==> src/rtl/seven_seg_scanner.sv <==
// rtl/seven_seg_scanner.sv - 8-digit time-multiplexed seven-segment scanner
//
// Latches a packed 8-digit BCD word plus per-digit decimal-point requests on
// a load strobe and scans the digits round-robin, one digit per refresh slot
// of REFRESH_DIV clock cycles. All display outputs are registered.
//
// Optional feature macro: LEADING_ZERO_BLANK_EN
//   When defined, digits above the most significant non-zero nibble are
//   blanked (digit 0 is always shown; invalid nibbles count as non-zero).
//
// Ports:
//   clk     - system clock, rising edge
//   rst     - synchronous active-high reset
//   bcd_in  - packed BCD, nibble k is digit k (digit 0 least significant)
//   dp_in   - per-digit decimal-point request, 1 = lit
//   load    - capture bcd_in/dp_in at this edge
//   an      - active-low digit anodes (one-hot-low or all high)
//   seg     - active-low segments {g,f,e,d,c,b,a}
//   dp      - active-low decimal point

module seven_seg_scanner #(
    parameter int REFRESH_DIV = 100000
) (
    input  logic        clk,
    input  logic        rst,
    input  logic [31:0] bcd_in,
    input  logic [7:0]  dp_in,
    input  logic        load,
    output logic [7:0]  an,
    output logic [6:0]  seg,
    output logic        dp
);

    localparam int CW = $clog2(REFRESH_DIV);
    localparam logic [CW-1:0] DIV_LAST = CW'(REFRESH_DIV - 1);

    logic [31:0]   bcd_q,     bcd_d;
    logic [7:0]    dp_in_q,   dp_in_d;
    logic [CW-1:0] div_cnt_q, div_cnt_d;
    logic [2:0]    idx_q,     idx_d;
    logic [7:0]    an_q,      an_d;
    logic [6:0]    seg_q,     seg_d;
    logic          dp_out_q,  dp_out_d;

    logic [3:0]    nib;

    function automatic logic [6:0] decode(input logic [3:0] n);
        case (n)
            4'd0:    decode = 7'h40;
            4'd1:    decode = 7'h79;
            4'd2:    decode = 7'h24;
            4'd3:    decode = 7'h30;
            4'd4:    decode = 7'h19;
            4'd5:    decode = 7'h12;
            4'd6:    decode = 7'h02;
            4'd7:    decode = 7'h78;
            4'd8:    decode = 7'h00;
            4'd9:    decode = 7'h10;
            default: decode = 7'h3F;  // invalid BCD shown as a dash
        endcase
    endfunction

`ifdef LEADING_ZERO_BLANK_EN
    // lead_zero[k] is set when nibbles k..7 of the snapshot are all zero
    logic [7:0] lead_zero;
    logic       blank;

    always_comb begin
        lead_zero    = 8'h00;
        lead_zero[7] = (bcd_q[31:28] == 4'd0);
        for (int k = 6; k >= 0; k--) begin
            lead_zero[k] = lead_zero[k+1] && (bcd_q[4*k +: 4] == 4'd0);
        end
        blank = (idx_q != 3'd0) && lead_zero[idx_q];
    end
`endif

    always_comb begin
        bcd_d     = load ? bcd_in : bcd_q;
        dp_in_d   = load ? dp_in  : dp_in_q;

        div_cnt_d = div_cnt_q + CW'(1);
        idx_d     = idx_q;
        if (div_cnt_q == DIV_LAST) begin
            div_cnt_d = '0;
            idx_d     = idx_q + 3'd1;
        end

        // Outputs reflect the digit selected before this edge
        nib      = bcd_q[{idx_q, 2'b00} +: 4];
        an_d     = ~(8'b1 << idx_q);
        seg_d    = decode(nib);
        dp_out_d = ~dp_in_q[idx_q];

`ifdef LEADING_ZERO_BLANK_EN
        if (blank) begin
            an_d     = 8'hFF;
            seg_d    = 7'h7F;
            dp_out_d = 1'b1;
        end
`endif
    end

    always_ff @(posedge clk) begin
        if (rst) begin
            bcd_q     <= '0;
            dp_in_q   <= '0;
            div_cnt_q <= '0;
            idx_q     <= '0;
            an_q      <= 8'hFF;
            seg_q     <= 7'h7F;
            dp_out_q  <= 1'b1;
        end else begin
            bcd_q     <= bcd_d;
            dp_in_q   <= dp_in_d;
            div_cnt_q <= div_cnt_d;
            idx_q     <= idx_d;
            an_q      <= an_d;
            seg_q     <= seg_d;
            dp_out_q  <= dp_out_d;
        end
    end

    assign an  = an_q;
    assign seg = seg_q;
    assign dp  = dp_out_q;

endmodule

==> config.mk <==
export PLATFORM = sky130hd
export DESIGN_NAME = seven_seg_scanner
export DESIGN_NICKNAME = d
export VERILOG_FILES = /design/src/rtl/seven_seg_scanner.sv
export SDC_FILE = /design/constraint.sdc
export NUM_CORES = 1
export LEC_CHECK = 0
export CAP_MARGIN = 25
export CORE_UTILIZATION = 31
export DETAILED_ROUTE_END_ITERATION = 10
export GPL_TIMING_DRIVEN = 1
export PLACE_DENSITY = 0.57
export SKIP_CTS_REPAIR_TIMING = 1
export SLEW_MARGIN = 10
export SYNTH_ARGS = -nofsm -noshare
export SYNTH_HDL_FRONTEND = slang
export SYNTH_SLANG_ARGS = --single-unit
==> constraint.sdc <==
create_clock -name clk -period 3 [get_ports clk]
set_input_delay 0.6 -clock clk [delete_from_list [all_inputs] [get_ports clk]]
set_output_delay 0.6 -clock clk [all_outputs]
set_load 0.005 [all_outputs]
---- Yosys cells after proc, flatten, opt, wreduce, memory -nomap -nowiden ----
Memory sizes are Yosys's and may differ from the RTL's. A register that Yosys moved wholly into a read port is not among the register bits.
Index checks and enable logic that the tools add are counted.
word-level totals
  input bits .............................. 43
  memories ................................ 1
  output and inout port bits .............. 16
  bits in registers ....................... 69
  ROM bits ................................ 112
  logic and storage cells ................. 18
memories
  memory            depth  bits a word  read ports  clocked after memory_dff  wr ports  line  text
  (name not given)  16     7            1           1                         0         48    case (n)
operators by class
  shifts and indexed selects .............. 2
  bitwise logic cells ..................... 2
  reductions and logical operators ........ 1
  order comparisons ....................... 1
  equal/unequal tests ..................... 1
  add/sub/neg operators ................... 2
  multiplexer cells ....................... 2
operators with widths
  operator                                                                       count
  32-bit by 6-bit indexed part select with 4-bit output                          1
  17-bit by 1-bit adder with 17-bit output (second input constant)               1
  17-bit equality test (second input constant)                                   1
  8-bit NOT                                                                      1
  1-bit by 3-bit left shift with 8-bit output (first input constant)             1
  3-bit by 4-bit less-than comparator with 1-bit output (second input constant)  1
  3-bit by 1-bit adder with 3-bit output (second input constant)                 1
  1-bit binary-select mux with 3-bit select                                      1
  2-bit OR reduction                                                             1
  1-bit two-way mux                                                              1
  1-bit NOT                                                                      1

---- Logic depth before layout (Yosys ltp) ----
  word-level depth ........................ 3
  mapped depth ............................ 8
  gate-level depth less buffers ........... 7

---- Worst setup path before layout ----
OpenSTA, ideal clock, no wires.
  path type ............................... flip-flop to flip-flop
  start ................................... register idx_q[0]
  end ..................................... register seg_q[4] (netlist: seg[4])
  library setup time ...................... 127 ps
  setup slack ............................. 834 ps
  data arrival time ....................... 2039 ps
  data required time ...................... 2873 ps
  stages on the path, launching flop included .. 9
  path buffers ............................ 1
  period minus slack after synthesis ...... 2166 ps
  cell sequence ........................... dfxtp_1 > buf_6 > mux4_1 > mux2_4 > inv_1 > ha_1 > inv_1 > nor4b_1 > a21oi_1
between the ends
  longest elaborated chain between the ends .. 1
ends and longest elaborated chain
  element                                                line  text
  from (decl)                                            40    logic [2:0] idx_q, idx_d;
  from (signal assigned)                                 117   idx_q <= idx_d;
  32-bit by 6-bit indexed part select with 4-bit output  90    nib = bcd_q[{idx_q, 2'b00} +: 4];
  to (decl)                                              42    logic [6:0] seg_q, seg_d;
No other way between the ends.
A chain may end at the register's enable or synchronous reset.

---- Worst setup path after layout ----
Ends and elaborated chain as after synthesis.

==> flow_metrics.py <==
metrics = {
    "detailed_routing": {
        "ant_nets": 0,
        "routed-via-count": 2323,
        "via_per_inst": 4.55,
        "wl_mm": 6.61,
        "dr.pass1.iters": 4,
        "wl_per_cell_um": 12.9,
        "drtIter0Drc": 103,
        "route.detailed.drc": 0,
    },
    "final_layout": {
        "fill_cells": 1037,
        "n_antenna_cell": 0,
        "ff_latch_area_um2": 1520,
        "stdcell_count": 511,
        "nets": 426,
        "areaGrowthSynthToFinish_pct": 26.9,
        "drive_above_1_share": 0.0827,
        "multi_input_area_um2": 1690,
    },
    "worst_setup_path": {
        "rr_startpoint": "idx_q[0]",
        "critPathLaunchType": "register",
        "worstPathArrival_ns": 2.80,
        "slowest_delay_ns": 0.73,
        "end_kind": "register",
        "required_ns": 3.23,
        "cpMaxStageDelayCell": "dfxtp_1",
        "crit_chain": "mux4_1, mux2i_1, ha_1, inv_1, nor4b_1, a21oi_1",
        "path_class": "reg -> reg",
        "cp-startpoint": "idx_q[0]",
        "path_max_fanout": 12,
    },
    "placed_design": {
        "dp.cells": 495,
        "gp_congestion": 0.745,
        "io_buffers": 58,
        "dp_hpwl_mm": 4.78,
        "dp_slack_ns": 0.444,
    },
    "synthesis": {
        "synth.cell_area_um2": 3340,
        "synth_cell_type_count": 41,
        "synth.top_cell.area_share": 0.455,
        "async_flop_share": 0,
        "synth.most_common_cell": "dfxtp_1",
        "synth_edf_count": 0,
        "netlist_top_cells_area": "dfxtp_1, mux2i_1, mux4_1",
        "synth_seq_cells": 76,
        "synth_largest_area_cell": "dfxtp_1",
        "syn-instance-count": 316,
        "syn-num-nets": 372,
        "synthTopCellsByCount": "dfxtp_1, nor2_1, mux2i_1, nand2_1, ha_1",
        "synth_seq_area_share": 0.455,
        "avgSynthCellArea_um2": 10.6,
        "ys_warn_count": 0,
        "synthFlopType": "dfxtp_1",
    },
    "sta": {
        "fin_crit_sh": 0.857,
        "finalMaxSlewViolations": 0,
        "clock_skew_ns": 0.0114,
        "setup_tns_ns": 0,
        "setup_ws_ns": 0.430,
        "finalCriticalPeriod_ns": 2.57,
        "setup_viol": 0,
        "grt_setup_unrepaired": "no",
        "maxSlewHeadroom": 0.556,
        "finalHoldViolCount": 0,
        "tightest_slew_ns": 0.666,
        "fmax_ghz": 0.389,
    },
    "global_routing": {
        "grt_usage": 0.128,
        "grt_max_degree": 41,
        "antenna_found_initial": 0,
        "grt_pass1_vias": 2340,
        "grt_pass1_wl_mm": 11.2,
        "overflow": 0,
    },
    "die": {
        "io_pins": 59,
        "start_util": 0.322,
        "fp.coreArea_um2": 10400,
        "die-area_um2": 11200,
        "die_w_um": 106,
        "rows": 37,
        "die_h_um": 106,
    },
    "flow_run": {
        "drv_cap": 0,
    },
    "pwr": {
        "powerDensity_nw_per_um2": 516,
        "ir_drop_uv": 260,
        "p_leak_nw": 1.75,
        "power_mw": 2.19,
    },
    "worst_hold_path": {
        "hold_class": "reg -> reg",
        "hp-start": "div_cnt_q[0]",
    },
    "clock_network": {
        "path_clk_slew_ns": 0.08,
        "clockBufferDepth": 2,
        "cts_root_buf": "clkbuf_8",
        "cts.sinks": 76,
        "htreeDepth": 3,
        "insertion_delay_ns": 0.35,
        "cts_buffers": 9,
        "cts_tree": "built",
    },
    "run_status": {
        "status": "completed",
    },
}
==> worst max-delay path: cells and delay by family, from the launching register on <==
family | cells | cell delay [ns]
DFF | 1 | 0.73
AOI/OAI and AO/OA | 1 | 0.07
muxes | 2 | 1.06
adders and majority gates | 1 | 0.24
buffers and inverters | 1 | 0.05
and+or+nand+nor | 1 | 0.29
==> per-layer routing <==
metal | vias to the layer above | track usage | wire [µm]
met5 | - | 0 | 0
met4 | 0 | 0.0446 | 83
met3 | 7 | 0.0359 | 229
met2 | 47 | 0.199 | 2890
met1 | 1063 | 0.170 | 3400
li1 | 1206 | - | -
==> layout make-up <==
class,count,area share
well taps,136,0.0401
multi-input cells,212,0.398
inverters,10,0.00885
clock buffers,9,0.0292
flip-flops and latches,76,0.359
repair buffers,61,0.140
clock inverters,7,0.0254
==> where the power goes <==
part / total (mW) / internal, mW / switching [mW]
Combinational: 0.216 / 0.129 / 0.0876
Clock: 0.896 / 0.484 / 0.412
Sequential: 1.08 / 1.05 / 0.0240
Total: 2.19 / 1.67 / 0.524
==> flip-flops by register name, summed over array words and instances (netlist names) <==
name and flops:
an 8, seg 7, dp_in_q 8, dp 1
div_cnt_q 17, idx_q 3, bcd_q 32
==> final timing paths <==
check                               endpoint  slack (ns)  cells past startpoint
worst max-delay path                  seg[4]        0.43                      6
worst min-delay path            div_cnt_q[0]        0.49                      1
worst max register to register        seg[4]        0.43                      6
worst min register to register  div_cnt_q[0]        0.49                      1
==> kinds of logic after synthesis <==
logic type | share of synthesized area
AO/OA/AOI/OAI | 0.0341
XOR/XNOR | 0.0314
adder cells (fa/ha/maj) | 0.0487
buffers and inverters | 0.0397
flip-flops | 0.455
multiplexers | 0.231
AND/OR/NAND/NOR | 0.161
==> per-stage QoR <==
step / hold slack [ns] / util / area [µm²]
after floorplan: 0.441 / - / 3340
after global placement: 0.460 / 0.387 / 4010
after detailed placement: 0.473 / 0.387 / 4010
after CTS: 0.493 / 0.409 / 4240
after global routing: 0.513 / 0.409 / 4240
final: 0.486 / 0.409 / 4240
==> layout by cell type (no fill, tap or decap), drive strengths merged <==
master and instances:
a211oi 1, a21o 1, a21oi 8, a31oi 2, and3 2, and4 1, buf 5, bufinv 2
clkbuf 9, clkdlybuf4s50 56, clkinv 1, clkinvlp 1, dfxtp 76, ha 13, inv 13, mux2 5
mux2i 44, mux4 10, nand2 16, nand2b 2, nand3 5, nand4 7, nand4b 1, nor2 61
nor3 1, nor3b 1, nor4 2, nor4b 2, o21ai 4, o21bai 3, or2 1, or3 4
or4b 1, or4bb 2, xnor2 6, xor2 6
Note: power is estimated with default switching activity, not from simulation.
